==> config.mk <==
export PLATFORM = sky130hd
export DESIGN_NAME = inst_fetch
export DESIGN_NICKNAME = d
export VERILOG_FILES = /design/src/rtl/ifetch_pkg.sv /design/src/rtl/ifetch_fifo.sv /design/src/rtl/inst_fetch.sv
export SDC_FILE = /design/constraint.sdc
export NUM_CORES = 1
export LEC_CHECK = 0
export CORE_MARGIN = 2
export CORE_UTILIZATION = 45
export DETAILED_ROUTE_END_ITERATION = 6
export HOLD_SLACK_MARGIN = 0.15
export PLACE_DENSITY = 0.66
export SLEW_MARGIN = 20
export SYNTH_ARGS = -nofsm -noshare
export SYNTH_HDL_FRONTEND = slang
export SYNTH_SLANG_ARGS = --single-unit
==> constraint.sdc <==
create_clock -name clk -period 2.4 [get_ports clk]
set_input_delay 0.48 -clock clk [delete_from_list [all_inputs] [get_ports clk]]
set_output_delay 0.48 -clock clk [all_outputs]
set_load 0.02 [all_outputs]
==> src/rtl/ifetch_pkg.sv <==
// Shared types and constants for the instruction fetch stage.
package ifetch_pkg;
  localparam int XLEN       = 32;
  localparam int INST_BYTES = 4;

  typedef enum logic [1:0] {
    FETCH = 2'd0,
    DRAIN = 2'd1,
    HALT  = 2'd2
  } ifetch_state_t;

  typedef struct packed {
    logic [XLEN-1:0] inst;
    logic [XLEN-1:0] pc;
  } fetch_entry_t;
endpackage

==> src/rtl/ifetch_fifo.sv <==
// Prefetch FIFO of fetch_entry_t; flush wins over push/pop, push+pop honoured when full.
module ifetch_fifo
  import ifetch_pkg::*;
#(
  parameter int DEPTH = 4
) (
  input  logic                     clk,
  input  logic                     rst_n,
  input  logic                     i_flush,
  input  logic                     i_push,
  input  fetch_entry_t             i_data,
  input  logic                     i_pop,
  output fetch_entry_t             o_head,
  output logic [$clog2(DEPTH):0]   o_count,
  output logic                     o_full,
  output logic                     o_empty
);
  localparam int AW = $clog2(DEPTH);

  fetch_entry_t    r_mem [DEPTH];
  logic [AW-1:0]   r_wr_ptr;
  logic [AW-1:0]   r_rd_ptr;
  logic [AW:0]     r_count;
  logic            w_do_push;
  logic            w_do_pop;

  assign o_full    = (r_count == (AW+1)'(DEPTH));
  assign o_empty   = (r_count == '0);
  assign o_count   = r_count;
  assign o_head    = r_mem[r_rd_ptr];
  assign w_do_pop  = i_pop && !o_empty;
  assign w_do_push = i_push && (!o_full || w_do_pop);

  // Pointers wrap naturally because DEPTH is a power of two.
  always_ff @(posedge clk or negedge rst_n) begin
    if (!rst_n) begin
      r_wr_ptr <= '0;
      r_rd_ptr <= '0;
      r_count  <= '0;
      for (int i = 0; i < DEPTH; i++) r_mem[i] <= '0;
    end else if (i_flush) begin
      r_wr_ptr <= '0;
      r_rd_ptr <= '0;
      r_count  <= '0;
    end else begin
      if (w_do_push) begin
        r_mem[r_wr_ptr] <= i_data;
        r_wr_ptr        <= r_wr_ptr + 1'b1;
      end
      if (w_do_pop) r_rd_ptr <= r_rd_ptr + 1'b1;
      r_count <= r_count + (AW+1)'(w_do_push) - (AW+1)'(w_do_pop);
    end
  end
endmodule

==> src/rtl/inst_fetch.sv <==
// Instruction fetch: PC, single-outstanding imem req/ack, prefetch FIFO, redirect flush.
// Optional IFETCH_MISALIGN_EN: misaligned redirect sets sticky misalign and halts fetch.
module inst_fetch
  import ifetch_pkg::*;
#(
  parameter int              DEPTH    = 4,
  parameter logic [XLEN-1:0] RESET_PC = 32'h0000_0000
) (
  input  logic            clk,
  input  logic            rst,
  output logic            imem_req,
  output logic [XLEN-1:0] imem_addr,
  input  logic            imem_ack,
  input  logic [XLEN-1:0] imem_rdata,
  input  logic            redirect,
  input  logic [XLEN-1:0] redirect_pc,
  output logic [XLEN-1:0] inst,
  output logic [XLEN-1:0] inst_pc,
  output logic            inst_valid,
  input  logic            inst_ready,
  output logic            misalign,
  output ifetch_state_t   o_dbg_state
);
  // Handshake: imem_req/imem_addr hold until the edge with imem_ack=1, which completes
  // the transfer; decoder side pops the head on any edge with inst_valid && inst_ready.
  localparam int CW = $clog2(DEPTH) + 1;

  ifetch_state_t   r_state, w_state_next;
  logic [XLEN-1:0] r_pc, w_pc_next;
  logic            r_req, w_req_next;
  logic [XLEN-1:0] r_addr;
  logic            w_hold;
  logic            w_ack_done;
  logic            w_push, w_pop, w_flush, w_fifo_push;
  logic [CW-1:0]   w_count, w_count_next;
  logic            w_full, w_empty;
  logic [XLEN-1:0] w_redirect_pc;
  fetch_entry_t    w_head;

  assign w_redirect_pc = redirect_pc & ~32'h3;
  assign w_ack_done    = r_req && imem_ack;
  assign w_hold        = r_req && !imem_ack;
  assign w_pop         = inst_valid && inst_ready;
  assign w_fifo_push   = w_push && (!w_full || w_pop);

`ifdef IFETCH_MISALIGN_EN
  logic r_misalign, w_set_misalign, w_misaligned;
  assign w_misaligned = (redirect_pc[1:0] != 2'b00);
  assign misalign     = r_misalign;
`else
  assign misalign = 1'b0;
`endif

  always_comb begin
    w_state_next = r_state;
    w_pc_next    = r_pc;
    w_push       = 1'b0;
    w_flush      = 1'b0;
`ifdef IFETCH_MISALIGN_EN
    w_set_misalign = 1'b0;
`endif
    unique case (r_state)
      FETCH: begin
        if (redirect) begin
          w_flush   = 1'b1;
          w_pc_next = w_redirect_pc;
          if (w_hold) w_state_next = DRAIN;
`ifdef IFETCH_MISALIGN_EN
          if (w_misaligned) begin
            w_state_next   = HALT;
            w_set_misalign = 1'b1;
          end
`endif
        end else if (w_ack_done) begin
          w_push    = 1'b1;
          w_pc_next = r_pc + XLEN'(INST_BYTES);
        end
      end
      DRAIN: begin
        // The stale response is dropped; the FIFO is already empty from the redirect.
        if (w_ack_done) w_state_next = FETCH;
        if (redirect) begin
          w_flush   = 1'b1;
          w_pc_next = w_redirect_pc;
`ifdef IFETCH_MISALIGN_EN
          if (w_misaligned) begin
            w_state_next   = HALT;
            w_set_misalign = 1'b1;
          end
`endif
        end
      end
      HALT:    w_flush = 1'b1;
      default: w_state_next = FETCH;
    endcase
  end

  assign w_count_next = w_flush ? '0 : (w_count + CW'(w_fifo_push) - CW'(w_pop));
  // New request only when the entry it will produce is guaranteed a FIFO slot.
  assign w_req_next   = w_hold || ((w_state_next == FETCH) && (w_count_next < CW'(DEPTH)));

  always_ff @(posedge clk or negedge rst) begin
    if (!rst) begin
      r_state <= FETCH;
      r_pc    <= RESET_PC;
      r_req   <= 1'b0;
      r_addr  <= RESET_PC;
    end else begin
      r_state <= w_state_next;
      r_pc    <= w_pc_next;
      r_req   <= w_req_next;
      if (!w_hold) r_addr <= w_pc_next;
    end
  end

`ifdef IFETCH_MISALIGN_EN
  always_ff @(posedge clk or negedge rst) begin
    if (!rst)                r_misalign <= 1'b0;
    else if (w_set_misalign) r_misalign <= 1'b1;
  end
`endif

  ifetch_fifo #(.DEPTH(DEPTH)) u_fifo (
    .clk     (clk),
    .rst_n   (rst),
    .i_flush (w_flush),
    .i_push  (w_fifo_push),
    .i_data  ({imem_rdata, r_pc}),
    .i_pop   (w_pop),
    .o_head  (w_head),
    .o_count (w_count),
    .o_full  (w_full),
    .o_empty (w_empty)
  );

  assign imem_req    = r_req;
  assign imem_addr   = r_addr;
  assign inst        = w_head.inst;
  assign inst_pc     = w_head.pc;
  assign inst_valid  = !w_empty;
  assign o_dbg_state = r_state;
endmodule

==> reports/metrics.yaml <==
outcome: "finished with violations"
violations: "negative setup slack"
clock-sinks: 330
power_w: 0.02248
maxSlewHeadroom_pct: 58.63
min_path_type: "in -> async"
antenna_found_initial: 0
rsz0062_at_grt: "true"
place_area_um2: 17920
preCtsSetupSlack_ns: -0.4326
io-pin-count: 170
initial_core_util_pct: 45.45
final_cell_mix: "dfrtp_1, mux2_2, clkdlybuf4s50_1, buf_4, mux4_2"
cap_violations: 0
crit_path_end_kind: "output pin"
syn_to_final_growth_pct: 27.95
power_leakage_nw: 8.575
clock_path_buffers: 3
die-area_um2: 35180
grt-ovfl-total: 0
fin_crit_sh_pct: 104.1
via_per_inst: 5.580
path_max_fanout: 7
grt_use_total_pct: 21.99
grt_pass1_vias: 10350
grt_max_degree: 63
clock.fmax_ghz: 0.4004
numCtsBuffers: 38
worst_slew_pin_slew_ns: 0.6141
n_fill_cell: 2760
setup_viol: 63
ys_ff_latch: 330
wl_per_cell_um: 21.57
worstSetupPathType: "reg -> out"
async_flop_share_pct: 100.0
stdcell_area_um2: 19400
ant_nets: 0
drtIter0Drc: 581
synth_area_um2: 15160
fin_nets: 1367
tritoncts: "built"
drive_above_1_share_pct: 44.59
period_needed_ns: 2.498
final_common_cell: "dfrtp_1"
yosysSeqAreaShare_pct: 54.46
rows: 67
drc_errors: 0
final_hold_viol_count: 0
skew_ns: 0.01681
whs_ns: 0.4985
die_h_um: 187.6
vias: 9820
setup_ws_ns: -0.09770
synth_flop_cell: "dfrtp_1"
h-tree-depth: 2
clk_latency_ns: 0.52
arrival_ns: 2.02
power_density_nw_per_um2: 1158
vdd_drop_max_mv: 0.7268
syn_area_per_cell_um2: 14.21
synth-warning-count: 0
syn_nets: 1146
diodes: 0
die_w_um: 187.6
portBuffers: 166
drt-total-wl_mm: 37.97
grt_pass1_wl_mm: 60.54
start_kind: "flip-flop"
cts.root.buffer_cell: "clkbuf_16"
drv_slew: 0
synth_edf_count: 0
core-area_um2: 33360
gp_congestion: 0.8807
path_clk_slew_ns: 0.06
synth_cells: 1067
crit_required_ns: 1.92
detailed_place_hpwl_mm: 24.75
ys_types: 68
drt_first_pass_iters: 5
## flip-flops by register name, indices dropped and copies added, names as in the netlist
| register | cells |
|---|---|
| o_dbg_state | 2 |
| r_pc | 32 |
| u_fifo.r_rd_ptr | 2 |
| imem_req | 1 |
| u_fifo.o_count | 3 |
| imem_addr | 32 |
| u_fifo.r_mem | 256 |
| u_fifo.r_wr_ptr | 2 |
## where the power goes
group	switching, W	leakage [nW]	total (W)	internal [W]
clock network	0.00221	0.617	0.00578	0.00356
registers	0.000892	4.25	0.00803	0.00714
logic	0.00385	3.71	0.00866	0.00481
total	0.00696	8.58	0.0225	0.0155
## synthesized netlist by cell type, types with 3 or more instances
| cell | instances | area [um^2] |
|---|---|---|
| or4_1 | 5 | 37.54 |
| buf_1 | 7 | 26.28 |
| a22oi_1 | 5 | 37.54 |
| dfrtp_1 | 330 | 8258 |
| inv_1 | 18 | 67.56 |
| and4_1 | 6 | 52.55 |
| nor3_1 | 14 | 70.07 |
| a2bb2oi_1 | 5 | 43.79 |
| a21oi_1 | 11 | 55.05 |
| nor2b_1 | 9 | 56.30 |
| ha_1 | 9 | 112.6 |
| nand3_1 | 16 | 80.08 |
| mux2_2 | 276 | 3108 |
| o31a_1 | 3 | 26.28 |
| nand2_1 | 38 | 142.6 |
| or2_2 | 4 | 25.02 |
| o41ai_1 | 3 | 26.28 |
| nand4_1 | 11 | 68.82 |
| nor4_1 | 9 | 56.30 |
| clkbuf_1 | 34 | 127.6 |
| buf_2 | 18 | 90.09 |
| o22ai_1 | 8 | 50.05 |
| o21ai_0 | 15 | 75.07 |
| mux2i_1 | 5 | 50.05 |
| a211oi_1 | 5 | 37.54 |
| a31oi_1 | 11 | 68.82 |
| buf_4 | 25 | 187.7 |
| and2_1 | 10 | 62.56 |
| mux4_2 | 64 | 1441 |
| o31ai_1 | 5 | 37.54 |
| xnor2_1 | 3 | 26.28 |
| nor2_1 | 41 | 153.9 |
| or3_1 | 4 | 25.02 |
## kinds of logic (layout without fill, tap and decap cells)
group / Yosys count / after routing / synth area share, %
XOR/XNOR: 5 / 5 / 0.2888
AND/OR/NAND/NOR: 181 / 181 / 6.345
adder cells (fa/ha/maj): 10 / 10 / 0.8746
flip-flops: 330 / 330 / 54.46
buffers and inverters: 103 / 348 / 3.317
other: 1 / 1 / 0.02473
multiplexers: 346 / 346 / 30.43
AO/OA/AOI/OAI: 91 / 91 / 4.266
## metrics by stage
step | utilization, % | std cells | setup TNS [ns]
after floorplan | - | 1067 | 0
after global routing | 58.16 | 1760 | -6.587
final | 58.16 | 1760 | -3.161
after global placement | 53.72 | 1680 | -58.58
after detailed placement | 53.72 | 1680 | -65.84
after CTS | 57.76 | 1756 | -6.508
## worst max-delay path, stage by stage (launching register included)
cell and delay, ns:
dfrtp_4 0.47, buf_12 0.16, buf_16 0.15, mux4_2 0.55, buf_6 0.16
## worst paths after layout
check                                          to  slack [ns]          startpoint  depth (start not counted)
worst max register to register  u_fifo.o_count[2]        0.13   u_fifo.o_count[1]                          9
worst min-delay path            u_fifo.r_mem[227]        0.50                 rst                          2
worst max-delay path                  inst_pc[13]        -0.1  u_fifo.r_rd_ptr[0]                          4
worst min register to register  u_fifo.r_mem[126]        0.50   u_fifo.r_mem[126]                          1
min in group clk                u_fifo.r_mem[126]        0.50   u_fifo.r_mem[126]                          1
max in group asynchronous       u_fifo.r_mem[155]        1.14                 rst                          3
## layer usage
layer / GRT usage (%) / vias up / share of wire (%) / wire length (um)
met4: 5.996 / 0 / 2.2 / 852
met1: 31.82 / 5103 / 46 / 17570
li1: - / 4396 / - / -
met3: 3.743 / 50 / 4.9 / 1860
met2: 34.56 / 271 / 47 / 17680
met5: 0 / - / 0 / 0
## what timing repair did
item / in CTS / in global routing
setup buffers: 7 / 3
endpoints found under the setup margin: 65 / 67
hold buffers: 1 / 0
endpoints found under the hold margin: 55 / 0
gates cloned: 4 / 2
gates resized for setup: 323 / 33
## final cells by class
type                       instances  area [um^2]  area share (%)
tap                              448        560.5           2.889
clock inverter                     8        118.9          0.6126
timing repair buffer             265         2823           14.55
inverter                          19        71.32          0.3676
sequential                       330         8265           42.60
clock buffer                      56         1130           5.823
multi-input combinational        634         6435           33.16
Power figures use the tool's default switching activity.
